`config.mk`:
```
export PLATFORM = sky130hd
export DESIGN_NAME = fake_netlist_stim_capture
export DESIGN_NICKNAME = d
export VERILOG_FILES = /design/src/rtl/fnl_harness_pkg.sv /design/src/rtl/fnl_misr.sv /design/src/rtl/fake_netlist_stim_capture.sv
export SDC_FILE = /design/constraint.sdc
export NUM_CORES = 1
export LEC_CHECK = 0
export CAP_MARGIN = 5
export CELL_PAD_IN_SITES_DETAIL_PLACEMENT = 1
export CELL_PAD_IN_SITES_GLOBAL_PLACEMENT = 2
export CORE_MARGIN = 2
export CORE_UTILIZATION = 37
export CTS_BUF_LIST = sky130_fd_sc_hd__clkbuf_8 sky130_fd_sc_hd__clkbuf_16
export CTS_CLUSTER_SIZE = 14
export DETAILED_ROUTE_END_ITERATION = 12
export PLACE_DENSITY_LB_ADDON = 0.25
export SETUP_SLACK_MARGIN = 0.3
export SLEW_MARGIN = 20
export SYNTH_ARGS = -nofsm -noshare
export SYNTH_HDL_FRONTEND = slang
export SYNTH_HIERARCHICAL = 1
export SYNTH_SLANG_ARGS = --single-unit
```
`constraint.sdc`:
```
create_clock -name clk -period 3.9 [get_ports clk]
set_clock_uncertainty 0.2 [all_clocks]
set_input_delay 0.78 -clock clk [delete_from_list [all_inputs] [get_ports clk]]
set_output_delay 0.78 -clock clk [all_outputs]
set_load 0.02 [all_outputs]
```
`src/rtl/fnl_harness_pkg.sv`:
```
// Shared types, polynomials and the MISR step function for fake-netlist stimulus/capture harnesses.
package fnl_harness_pkg;

    typedef enum logic [1:0] {
        ST_IDLE    = 2'd0,
        ST_APPLY   = 2'd1,
        ST_CAPTURE = 2'd2,
        ST_DONE    = 2'd3
    } state_e;

    localparam logic [31:0] LFSR_POLY = 32'h0000_00B8;
    localparam logic [31:0] MISR_POLY = 32'h0000_1021;

    // One MISR shift of a w-bit signature held in the low bits of a 32-bit word.
    function automatic logic [31:0] misr_step(input logic [31:0] sig,
                                              input logic        din,
                                              input int unsigned w);
        logic [31:0] mask_v;
        logic [31:0] poly_v;
        logic [31:0] res_v;
        mask_v = (w >= 32) ? 32'hFFFF_FFFF : ((32'h0000_0001 << w) - 32'h0000_0001);
        poly_v = sig[w-1] ? MISR_POLY : 32'h0000_0000;
        res_v  = ((sig << 1) ^ poly_v) & mask_v;
        res_v[0] = res_v[0] ^ din;
        return res_v;
    endfunction

endpackage

```
`src/rtl/fnl_misr.sv`:
```
// Serial-input MISR signature compactor with synchronous clear and capture enable.
module fnl_misr
    import fnl_harness_pkg::*;
#(
    parameter int W = 16
) (
    input  logic         clk,
    input  logic         rst_n,
    input  logic         clear,
    input  logic         enable,
    input  logic         serial_in,
    output logic [W-1:0] signature
);

    logic [W-1:0] sig_r;
    logic [31:0]  sig_ext_s;
    logic [31:0]  next_ext_s;

    // Widen the signature to the helper's word size and compute the next value.
    always_comb begin
        sig_ext_s        = 32'h0000_0000;
        sig_ext_s[W-1:0] = sig_r;
        next_ext_s       = misr_step(sig_ext_s, serial_in, W);
    end

    // Signature register: clear has priority over a capture.
    always_ff @(posedge clk or negedge rst_n) begin
        if (!rst_n) begin
            sig_r <= {W{1'b0}};
        end else if (clear) begin
            sig_r <= {W{1'b0}};
        end else if (enable) begin
            sig_r <= next_ext_s[W-1:0];
        end else begin
            sig_r <= sig_r;
        end
    end

    assign signature = sig_r;

endmodule

```
`src/rtl/fake_netlist_stim_capture.sv`:
```
// LFSR-driven stimulus and MISR capture harness for a single-output combinational fake netlist.
module fake_netlist_stim_capture
    import fnl_harness_pkg::*;
#(
    parameter int N_IN        = 3,
    parameter int LFSR_W      = 8,
    parameter int MISR_W      = 16,
    parameter int NUM_VECTORS = 256,
    parameter int SETTLE      = 1
) (
    input  logic              clk,
    input  logic              rst_n,
    input  logic              start,
    input  logic              abort,
    input  logic [LFSR_W-1:0] seed,
    output logic [N_IN-1:0]   dut_in,
    input  logic              dut_out,
    output logic              busy,
    output logic              done,
    output logic [MISR_W-1:0] signature,
    output logic [15:0]       vec_count
);

    localparam logic [LFSR_W-1:0] LFSR_POLY_L = LFSR_POLY[LFSR_W-1:0];
    localparam logic [LFSR_W-1:0] LFSR_ONE    = LFSR_W'(1);
    localparam logic [15:0]       SETTLE_LAST = 16'(SETTLE - 1);
    localparam logic [15:0]       NUM_VEC_L   = 16'(NUM_VECTORS);

    state_e            state_r;
    state_e            next_state_s;
    logic              load_s;
    logic              capture_s;
    logic [15:0]       settle_cnt_r;
    logic [LFSR_W-1:0] lfsr_r;
    logic [LFSR_W-1:0] lfsr_next_s;
    logic [LFSR_W-1:0] seed_eff_s;
    logic [15:0]       vec_count_r;

    // Next-state and strobe decode; abort overrides everything including start.
    always_comb begin
        next_state_s = state_r;
        load_s       = 1'b0;
        capture_s    = 1'b0;
        case (state_r)
            ST_IDLE, ST_DONE: begin
                if (start) begin
                    load_s       = 1'b1;
                    next_state_s = ST_APPLY;
                end else begin
                    next_state_s = state_r;
                end
            end
            ST_APPLY: begin
                if (settle_cnt_r == SETTLE_LAST) begin
                    next_state_s = ST_CAPTURE;
                end else begin
                    next_state_s = ST_APPLY;
                end
            end
            ST_CAPTURE: begin
                capture_s = 1'b1;
                if ((vec_count_r + 16'd1) == NUM_VEC_L) begin
                    next_state_s = ST_DONE;
                end else begin
                    next_state_s = ST_APPLY;
                end
            end
            default: begin
                next_state_s = ST_IDLE;
            end
        endcase
        if (abort) begin
            next_state_s = ST_IDLE;
            load_s       = 1'b0;
            capture_s    = 1'b0;
        end else begin
            next_state_s = next_state_s;
        end
    end

    // LFSR advance and zero-seed substitution (an all-zero Galois LFSR would lock up).
    always_comb begin
        lfsr_next_s = (lfsr_r >> 1) ^ (lfsr_r[0] ? LFSR_POLY_L : {LFSR_W{1'b0}});
        seed_eff_s  = (seed == {LFSR_W{1'b0}}) ? LFSR_ONE : seed;
    end

    // State register plus registered status outputs derived from the next state.
    always_ff @(posedge clk or negedge rst_n) begin
        if (!rst_n) begin
            state_r <= ST_IDLE;
            busy    <= 1'b0;
            done    <= 1'b0;
        end else begin
            state_r <= next_state_s;
            busy    <= (next_state_s == ST_APPLY) || (next_state_s == ST_CAPTURE);
            done    <= (next_state_s == ST_DONE);
        end
    end

    // Settle counter: counts cycles spent in APPLY for the current vector.
    always_ff @(posedge clk or negedge rst_n) begin
        if (!rst_n) begin
            settle_cnt_r <= 16'd0;
        end else if ((state_r == ST_APPLY) && (next_state_s == ST_APPLY)) begin
            settle_cnt_r <= settle_cnt_r + 16'd1;
        end else begin
            settle_cnt_r <= 16'd0;
        end
    end

    // Pattern LFSR, netlist drive and vector counter.
    always_ff @(posedge clk or negedge rst_n) begin
        if (!rst_n) begin
            lfsr_r      <= {LFSR_W{1'b0}};
            dut_in      <= {N_IN{1'b0}};
            vec_count_r <= 16'd0;
        end else if (load_s) begin
            lfsr_r      <= seed_eff_s;
            dut_in      <= seed_eff_s[N_IN-1:0];
            vec_count_r <= 16'd0;
        end else if (capture_s) begin
            lfsr_r      <= lfsr_next_s;
            dut_in      <= lfsr_next_s[N_IN-1:0];
            vec_count_r <= vec_count_r + 16'd1;
        end else begin
            lfsr_r      <= lfsr_r;
            dut_in      <= dut_in;
            vec_count_r <= vec_count_r;
        end
    end

    assign vec_count = vec_count_r;

    fnl_misr #(
        .W(MISR_W)
    ) u_misr (
        .clk       (clk),
        .rst_n     (rst_n),
        .clear     (load_s),
        .enable    (capture_s),
        .serial_in (dut_out),
        .signature (signature)
    );

endmodule
```
After elaboration in Yosys (flattened, before gate mapping)
Cells that the tools add are included. Widths: inputs -> output; s select.

$lt $le $gt $ge: 0. Reduce and logical (&&, ||, !) cells: 7. Equal/unequal tests: 7. Div/mod/pow operators: 0. Mux-type cells: 22. Bitwise logic cells: 3. $mul: 0. $add $sub $neg: 2. Shift operators: 0.

Operator list (count): $mux 16 (5); $add 16x1->16 const B (2); $mux 8 (4); $eq 16x9->1 const B (1); $logic_not 16->1 (1); $xor 16x16->16 (1); $mux 13 (1); $eq 2x2->1 const B (4); $logic_not 8->1 (1); $mux 2 (4); $xor 7x8->8 (1); $mux 3 (2); $pmux 2 s3 (1); $mux 1 (5); $eq 2x1->1 const B (2); $logic_not 2->1 (1); $reduce_bool 2->1 (1); $reduce_or 2->1 (1); $logic_and 1x1->1 (1); $logic_or 1x1->1 (1); $xor 1x1->1 (1).

Memories kept: 0. Bits in latches: 0. Register bits: 63. ROM bits: 0. Word-level logic and storage cells: 49. Output and inout bits: 37. Memory bits (writable): 0.

Longest topological paths before layout
Depth in word-level cells: 8. Mapped depth: 11.

Modules after synthesis
The synthesis kept the hierarchy.

Modules (own cells, without submodules): fake_netlist_stim_capture (sequential area each 1101.1 um^2, cells each 282, times used 1, area each 2612.5 um^2); fnl_misr (sequential area each 400.4 um^2, cells each 55, times used 1, area each 700.7 um^2).

Least setup slack after synthesis
Ideal clock, no wire load.

Path type: input -> register. From: input abort. To: register settle_cnt_r[10]. Path slack: 1.151 ns. Stages: 9. Data arrival time: 2.417 ns. Cells stage by stage: nand2b_1 nor3b_1 o211ai_1 a2111oi_4 a41oi_1 ha_1 nand2_1 clkbuf_1 nor2_1.

Longest elaborated chain between the ends: 4.

Ends and longest elaborated chain: start, declared (RTL line fake_netlist_stim_capture.sv:14) `input logic abort,`; $mux 2 (RTL line fake_netlist_stim_capture.sv:72) `if (abort) begin`; $eq 2x1->1 (RTL line fake_netlist_stim_capture.sv:104) `end else if ((state_r == ST_APPLY) && (next_state_s == ST_APPLY)) begin`; $logic_and 1x1->1 (RTL line fake_netlist_stim_capture.sv:104); $mux 16 (RTL line fake_netlist_stim_capture.sv:104); end signal, assigned (RTL line fake_netlist_stim_capture.sv:105) `settle_cnt_r <= settle_cnt_r + 16'd1;`; end, declared (RTL line fake_netlist_stim_capture.sv:33) `logic [15:0] settle_cnt_r;`.

No other way between the ends. A chain may end at the register's enable or synchronous reset.

Final worst setup path
From: input abort. To: register settle_cnt_r[6].

The elaborated chain is that of the path after synthesis.

==> impl_metrics.py <==
metrics = {
    "global_routing": {
        "grt_max_degree": 34,
        "globalRoute.totalOverflow": 0,
        "grt_pass1_wl_um": 13800,
        "grt_use_total": 0.177,
        "antenna_violations_before_repair": 0,
        "grt_pass1_vias": 2742,
    },
    "cts": {
        "tritoncts": "done",
        "ctsHoldBuffers": 0,
        "cts-buffers-inserted": 9,
        "h-tree-depth": 3,
        "clock_latency_ns": 0.35,
        "number_of_sinks_on_the_clock_net": 60,
        "cts.path.max_buffers": 2,
        "clock_tree.root_cell": "clkbuf_8",
        "clkTransAtPathRegs_ns": 0.09,
        "number_of_post_cts_setup_repair_buffers": 0,
        "postCtsResizedCells": 0,
    },
    "timing": {
        "rsz0062_at_grt": "false",
        "maxClockFrequency_ghz": 0.323,
        "finalCritPeriodShare": 0.793,
        "setup-tns-final_ns": 0,
        "max_slew.worst_pin.slew_ns": 0.671,
        "report.final.setup_viol": 0,
        "period_minus_ws_final_ns": 3.09,
        "timing_max_transition_violations_final": 0,
        "max-slew-margin-rel": 0.553,
        "report.final.hold_viol_count": 0,
    },
    "yosys": {
        "synth_ff_type": "dfrtp_1",
        "number_of_distinct_library_cells_after_synthesis": 52,
        "syn-num-nets": 358,
        "async_flop_share": 1.00,
        "synth_edf_count": 0,
        "mappedNetlistArea_um2": 3310,
        "flop_and_latch_count_out_of_synthesis": 60,
        "yosys_warnings": 6,
        "synthCells": 337,
        "synth-seq-area-share": 0.453,
        "post_synthesis_average_cell_area_um2": 9.83,
    },
    "pwr": {
        "power_density_over_the_cells_nw_per_um2": 419,
        "ir_worst_vdd_mv": 0.272,
        "power.leakage_nw": 1.61,
    },
    "route": {
        "first_drt_pass_iteration_count": 4,
        "number_of_violations_reported_at_the_end_of_detailed_routing_iteration_0": 83,
        "route.detailed.wl_per_inst_um": 16.3,
        "vias": 2632,
        "drc": 0,
        "ant_nets": 0,
        "wire_length_after_detailed_routing_um": 8010,
        "routed_via_density": 5.35,
    },
    "setup_path": {
        "worstSetupPathType": "in -> reg",
        "critPathCaptureType": "flip-flop",
        "worstPathArrival_ns": 3.09,
        "maximum_net_fanout_on_the_critical_path": 15,
        "critPathRequiredTime_ns": 3.89,
        "max_stage_delay_ns": 0.48,
        "path_cells": "clkdlybuf4s50_1 -> nand2b_1 -> nor3b_1 -> o211ai_1 -> a2111oi_4 -> a41oi_1 -> ha_1 -> nand2_1 -> a21oi_1",
        "crit_path_start_kind": "input pin",
        "critical_path.slowest_cell": "clkdlybuf4s50_1",
        "critical_path_buf_inv_count": 1,
        "cp_top_family": "compound AO/OA/AOI/OAI gates",
    },
    "cells_and_area": {
        "fillerInstances": 988,
        "synthToLayoutAreaGrowth_pct": 20.9,
        "antennaDiodeCount": 0,
        "finalNetCount": 400,
        "final_util": 0.459,
        "ratio_of_cells_with_drive_above_1_in_the_final_layout": 0.107,
    },
    "die": {
        "num_io_pins": 50,
        "fp.dieArea_um2": 9730,
        "initial_core_util": 0.380,
        "floorplan.rows": 34,
        "die_w_um": 98.6,
        "chipHeight_um": 98.6,
        "placeableCoreArea_um2": 8720,
    },
    "flow_run": {
        "max-cap-violations": 0,
    },
    "run_status": {
        "outcome": "finished, final reports clean",
    },
    "placement": {
        "port_buffers": 49,
        "gp_routability_congestion": 0.750,
        "dp.final_hpwl_um": 5540,
    },
    "min_path": {
        "worst_hold_path_type": "in -> async",
    },
}
-- synth_stat cells (3+ instances only) --
master | count | area share
dfrtp_1 | 60 | 0.45
nor2_1 | 44 | 0.050
o21ai_0 | 30 | 0.045
nand2_1 | 26 | 0.029
xnor2_1 | 17 | 0.045
a21oi_1 | 15 | 0.023
mux2i_1 | 15 | 0.045
nand3_1 | 11 | 0.017
xor2_1 | 9 | 0.024
ha_1 | 8 | 0.030
nand4_1 | 8 | 0.015
buf_2 | 7 | 0.011
inv_1 | 7 | 0.0079
and3_1 | 6 | 0.011
buf_6 | 5 | 0.017
clkbuf_1 | 5 | 0.0057
nor3_1 | 5 | 0.0076
a211oi_2 | 4 | 0.015
o41ai_1 | 4 | 0.011
buf_4 | 3 | 0.0068
nor2_2 | 3 | 0.0057
nor3_2 | 3 | 0.0091
nor4_1 | 3 | 0.0057
or3_1 | 3 | 0.0057
-- state kept, by name, summed over array words and instances, names as in the netlist --
name,count
busy,1
done,1
dut_in,2
lfsr_r,6
settle_cnt_r,16
state_r,2
u_misr/signature,16
vec_count,16
-- layer usage --
metal / routed length, um / share of wire / global-route usage
met1: 4020 / 0.50 / 0.252
met2: 3680 / 0.46 / 0.276
met3: 191 / 0.024 / 0.0277
met4: 119 / 0.015 / 0.0601
met5: 0 / 0 / 0
-- worst paths after layout --
kind	start	to	slack, ns	cells past startpoint
max	abort	settle_cnt_r[6]$_DFF_PN0_	0.81	9
min	rst_n	u_misr/signature[14]$_DFFE_PN0P_	0.26	1
min reg2reg	settle_cnt_r[0]$_DFF_PN0_	settle_cnt_r[0]$_DFF_PN0_	0.31	1
min in group clk	settle_cnt_r[0]$_DFF_PN0_	settle_cnt_r[0]$_DFF_PN0_	0.31	1
max reg2reg	vec_count[1]$_DFFE_PN0P_	settle_cnt_r[6]$_DFF_PN0_	0.91	9
max in group asynchronous	rst_n	vec_count[2]$_DFFE_PN0P_	2.33	2
-- cell usage in the layout (no fill, tap or decap), drive strengths merged, types with 2 or more instances in the layout --
cell | synthesis | final
a211oi | 6 | 6
a21oi | 15 | 15
a221o | 2 | 2
a22o | 2 | 2
a41oi | 2 | 2
and3 | 7 | 7
and4 | 2 | 2
buf | 16 | 7
clkbuf | 8 | 9
clkdlybuf4s50 | 0 | 48
clkinvlp | 0 | 2
dfrtp | 60 | 60
ha | 8 | 8
inv | 7 | 11
mux2i | 15 | 15
nand2 | 26 | 26
nand2b | 2 | 2
nand3 | 13 | 13
nand4 | 8 | 8
nor2 | 47 | 47
nor3 | 8 | 8
nor4 | 4 | 4
o21ai | 31 | 31
o41ai | 4 | 4
or3 | 3 | 3
xnor2 | 17 | 17
xor2 | 9 | 9
-- power breakdown --
group | internal, W | total (W) | switching, W
Combinational | 0.000156 | 0.000344 | 0.000188
Sequential | 0.000684 | 0.000743 | 0.0000587
Clock | 0.000304 | 0.000590 | 0.000286
-- through the flow --
stage	instances	hold WS, ns	setup WS (ns)	area, um^2	power (W)
2_1_floorplan	337	0.255	1.15	3310	0.000980
3_3_place_gp	476	0.280	0.542	3800	0.00109
3_5_place_dp	476	0.307	0.402	3800	0.00110
4_1_cts	492	0.280	0.773	4010	0.00171
5_1_grt	492	0.291	0.524	4010	0.00178
6_report	492	0.256	0.806	4010	0.00168
-- final cells by class --
cell class / count / area, um^2 / area share
Clock buffer: 9 / 124 / 0.0309
Multi-Input combinational cell: 246 / 1610 / 0.402
Tap cell: 108 / 135 / 0.0337
Timing Repair Buffer: 55 / 531 / 0.132
Sequential cell: 60 / 1500 / 0.375
Clock inverter: 7 / 80.1 / 0.0200
Inverter: 7 / 26.3 / 0.00656
-- kinds of logic (layout without fill, tap and decap cells) --
logic type / count (synthesis) / count (layout) / synth area share
buf+inv: 31 / 78 / 0.0612
xor+xnor: 26 / 26 / 0.0687
compound gates: 70 / 70 / 0.140
flops: 60 / 60 / 0.453
mux: 15 / 15 / 0.0453
simple gates: 127 / 127 / 0.201
fa+ha+maj: 8 / 8 / 0.0302
Power figures use the tool's default switching activity.
